[src/rtl/sipo_deser.sv]
// Serial-in/parallel-out deserializer with valid/ready word output, flush and sticky overrun.
// Optional SIPO_PARITY_EN: frames carry a trailing even-parity bit and parity_err is reported.
module sipo_deser #(
   parameter int unsigned WIDTH     = 8,
   parameter bit          MSB_FIRST = 1'b1,
`ifdef SIPO_PARITY_EN
   parameter int unsigned CW        = $clog2(WIDTH + 2)
`else
   parameter int unsigned CW        = $clog2(WIDTH + 1)
`endif
) (
   input  logic             clk,
   input  logic             rst_n,
   input  logic             bit_in,
   input  logic             bit_valid,
   input  logic             flush,
   input  logic             word_ready,
   output logic [WIDTH-1:0] word,
   output logic             word_valid,
   output logic [CW-1:0]    bit_count,
   output logic             overrun
`ifdef SIPO_PARITY_EN
   ,
   output logic             parity_err
`endif
);

`ifdef SIPO_PARITY_EN
   localparam int unsigned FRAME = WIDTH + 1;
`else
   localparam int unsigned FRAME = WIDTH;
`endif
   localparam logic [CW-1:0] LAST = CW'(FRAME - 1);

   logic [WIDTH-1:0] shreg_q, shreg_d;
   logic [CW-1:0]    cnt_q, cnt_d;
   logic [WIDTH-1:0] word_q, word_d;
   logic             valid_q, valid_d;
   logic             ovr_q, ovr_d;
   logic [WIDTH-1:0] shifted;
   logic [WIDTH-1:0] new_word;
   logic             complete;
`ifdef SIPO_PARITY_EN
   logic             perr_q, perr_d;
`endif

   // State register
   always_ff @(posedge clk or negedge rst_n) begin
      if (!rst_n) begin
         shreg_q <= '0;
         cnt_q   <= '0;
         word_q  <= '0;
         valid_q <= 1'b0;
         ovr_q   <= 1'b0;
`ifdef SIPO_PARITY_EN
         perr_q  <= 1'b0;
`endif
      end else begin
         shreg_q <= shreg_d;
         cnt_q   <= cnt_d;
         word_q  <= word_d;
         valid_q <= valid_d;
         ovr_q   <= ovr_d;
`ifdef SIPO_PARITY_EN
         perr_q  <= perr_d;
`endif
      end
   end

   // Next-state: flush beats bit_valid; the word handshake runs every cycle
   always_comb begin
      shreg_d  = shreg_q;
      cnt_d    = cnt_q;
      word_d   = word_q;
      valid_d  = valid_q;
      ovr_d    = ovr_q;
      complete = 1'b0;
      shifted  = shreg_q;
`ifdef SIPO_PARITY_EN
      perr_d   = perr_q;
`endif

      if (MSB_FIRST) begin
         shifted = {shreg_q[WIDTH-2:0], bit_in};
      end else begin
         for (int i = 0; i < WIDTH; i++) begin
            if (cnt_q == CW'(i)) shifted[i] = bit_in;
         end
      end

`ifdef SIPO_PARITY_EN
      // The parity edge completes the frame; data bits are already all in shreg_q
      new_word = shreg_q;
`else
      new_word = shifted;
`endif

      if (valid_q && word_ready) valid_d = 1'b0;

      if (flush) begin
         shreg_d = '0;
         cnt_d   = '0;
         ovr_d   = 1'b0;
      end else if (bit_valid) begin
         complete = (cnt_q == LAST);
         cnt_d    = complete ? '0 : cnt_q + CW'(1);
`ifdef SIPO_PARITY_EN
         if (!complete) shreg_d = shifted;
`else
         shreg_d = shifted;
`endif
         if (complete) begin
            if (!valid_q || word_ready) begin
               word_d  = new_word;
               valid_d = 1'b1;
`ifdef SIPO_PARITY_EN
               perr_d  = (^shreg_q) ^ bit_in;
`endif
            end else begin
               ovr_d = 1'b1;
            end
         end
      end
   end

   assign word       = word_q;
   assign word_valid = valid_q;
   assign bit_count  = cnt_q;
   assign overrun    = ovr_q;
`ifdef SIPO_PARITY_EN
   assign parity_err = perr_q;
`endif

endmodule

[config.mk]
export PLATFORM = sky130hd
export DESIGN_NAME = sipo_deser
export DESIGN_NICKNAME = d
export VERILOG_FILES = /design/src/rtl/sipo_deser.sv
export SDC_FILE = /design/constraint.sdc
export NUM_CORES = 1
export LEC_CHECK = 0
export BUFFER_PORTS_ARGS = -buffer_cell sky130_fd_sc_hd__buf_4
export CAP_MARGIN = 20
export CORE_UTILIZATION = 45
export DETAILED_ROUTE_END_ITERATION = 10
export PLACE_DENSITY = 0.68
export SYNTH_ARGS = -nofsm -noshare
export SYNTH_HDL_FRONTEND = slang
export SYNTH_SLANG_ARGS = --single-unit
[constraint.sdc]
create_clock -name clk -period 2 [get_ports clk]
set_input_delay 0.4 -clock clk [delete_from_list [all_inputs] [get_ports clk]]
set_output_delay 0.4 -clock clk [all_outputs]
set_load 0.01 [all_outputs]
==> flow_summary.ini <==
[drt]
num_vias = 553
drc = 0
dr.pass1.iters = 3
viasPerCell = 4.81
drtIter0Drc = 5
wirelength_um = 1460
wl_per_cell_um = 12.7
ant_nets = 0

[sta]
rsz0062_at_grt = false
timing.final.crit_share = 0.837
max_freq_ghz = 0.597
setup_viol = 0
clock_skew_ns = 0.00615
min_period_ns = 1.67
relSlewSlack = 0.820
finalHoldViolCount = 0
worst_pin_slew_ns = 0.270
slew_viol_final = 0
fin_tns_setup_ns = 0

[logic_synthesis]
yosys_warnings = 0
synth_flop_cell = dfrtp_1
synth.distinct_cells = 20
ys_top_cells_by_count = dfrtp_1 (21), nor2_1 (9), mux2_2 (8), mux2i_1 (8), nand2_1 (3)
syn-num-nets = 74
netlist_instances = 67
synth_seq_area_share = 0.600
ys_async_sr_fraction = 1.00
synth_most_common_cell = dfrtp_1
synth-seq-cells = 21
synth_area_leaders = dfrtp_1 (60%), mux2_2 (10%), mux2i_1 (9.1%), nor2_1 (3.9%), nor4b_4 (2.7%)
synth_edf_count = 0
synth.top_cell.area_share = 0.600
synth_area_um2 = 876
yosys.area.top_type = dfrtp_1
syn_area_per_cell_um2 = 13.1

[global_routing]
busiest_layer = met2
grt_pass1_wl_um = 2290
grt_usage = 0.161
antenna_found_initial = 0
gr-total-overflow = 0
grtUsageMet3 = 0.0471
met2_usage = 0.234
use_met1 = 0.214
grt_max_degree = 22
first_global_vias = 498

[clock_network]
post_cts_buffers = 0
clk_pin_slew_ns = 0.12
clockRootBuffer = clkbuf_4
cts_tree = done
cts_buffers = 3
cts_buffer_depth = 2
cts.sinks = 21
htreeDepth = 1
ctsResizeCount = 0
worstSkewPairLatency_ns = 0.30
ctsHoldBuffers = 1

[worst_hold_path]
min-delay-start = bit_in
hold_path.class = primary input to flip-flop
hold_depth = 2
min_to = word[0]$_DFFE_PN0P_

[layout]
nNetsFinal = 98
instances_no_fill = 115
layout-drive-gt1-share = 0.389
area_delta_synth_final_pct = 24.0
multiInputGateArea_um2 = 334
ff_latch_area_um2 = 526
antenna_cells = 0
fillers = 149

[critical_path]
r2r_slack_ns = 0.33
critPathKind = flip-flop to flip-flop
cp_data_arrival_time_ns = 1.87
slowest_delay_ns = 0.44
path_delay_family = flip-flops
r2r_cells = 5
worstReg2RegEnd = word[2]$_DFFE_PN0P_
required_ns = 2.20
cp_max_fo = 8
start_kind = flip-flop
cp_slowest_cell = dfrtp_1
timing.rr.start = bit_count[0]$_DFFE_PN0P_
crit_path_end_kind = flip-flop
path_cells = ha_1 > nand2_1 > nor4b_4 > buf_4 > mux2_2
cp_num_buf_inv = 1

[place]
gp_congestion = 0.752
dp_hpwl_um = 1000
dp.cells = 110
portBuffers = 19

[die]
dieArea_um2 = 2130
io-pin-count = 20
rows = 15
die_w_um = 46.1
start_util = 0.491
die_h_um = 46.1
core_um2 = 1780

[pwr]
ir_drop_v = 0.000399
leakagePower_nw = 0.567
power_density_nw_per_um2 = 629

[run]
maxCapViolCount = 0

[status]
outcome = finished, final reports clean
[kinds of logic after synthesis]
family,Yosys count,synth area share
DFF,21,0.600
buffers and inverters,4,0.0186
and+or+nand+nor,20,0.139
AOI/OAI and AO/OA,4,0.0243
muxes,16,0.194
xor gates and xnor gates,1,0.0100
adders and majority gates,1,0.0143
[how the worst max path moves through the flow]
stage | from | endpoint | depth (start not counted)
6_report | bit_count[0]$_DFFE_PN0P_ | word[2]$_DFFE_PN0P_ | 5
5_1_grt | bit_count[0]$_DFFE_PN0P_ | word[5]$_DFFE_PN0P_ | 5
4_1_cts | bit_count[0]$_DFFE_PN0P_ | word[2]$_DFFE_PN0P_ | 5
3_5_place_dp | bit_count[0]$_DFFE_PN0P_ | word[2]$_DFFE_PN0P_ | 5
3_3_place_gp | bit_count[0]$_DFFE_PN0P_ | word[7]$_DFFE_PN0P_ | 5
2_1_floorplan | bit_count[0]$_DFFE_PN0P_ | word[0]$_DFFE_PN0P_ | 4
[placed cells by master, fill, tap and decap left out, drive strengths merged, types with 3 or more instances in the layout]
| cell | instances |
|---|---|
| nand2 | 3 |
| buf | 20 |
| mux2i | 8 |
| nor2 | 9 |
| mux2 | 8 |
| dfrtp | 21 |
| nand2b | 3 |
| clkbuf | 3 |
[cell type report]
cell class,count,area share
Clock inverter,1,0.00461
Multi-Input combinational cell,42,0.308
Inverter,2,0.00691
Clock buffer,3,0.0207
Sequential cell,21,0.484
Timing Repair Buffer,21,0.147
Tap cell,25,0.0288
[routing by layer]
metal	vias up	wire [µm]
li1	276	-
met5	-	0
met4	0	15
met1	260	719
met3	2	73
met2	15	654
[flip-flops by register name, indices dropped and copies added (netlist names)]
name        count
bit_count       4
overrun         1
word_valid      1
shreg_q         7
word            8
[through the flow]
step	worst slack (ns)	hold slack [ns]	cell area, µm²	util	power (mW)
2_1_floorplan	0.348	0.104	876	-	0.465
3_3_place_gp	0.380	0.298	1050	0.588	0.490
3_5_place_dp	0.341	0.295	1050	0.588	0.491
4_1_cts	0.321	0.327	1090	0.609	0.697
5_1_grt	0.212	0.325	1090	0.609	0.720
6_report	0.326	0.340	1090	0.609	0.683
[power by group]
group	internal (mW)	switching, mW	total, mW	leakage (nW)
clock network	0.0745	0.125	0.199	0.0177
registers	0.430	0.00592	0.436	0.291
logic	0.0213	0.0265	0.0478	0.258
total	0.526	0.157	0.683	0.567
Note: power is estimated with default switching activity, not from simulation.
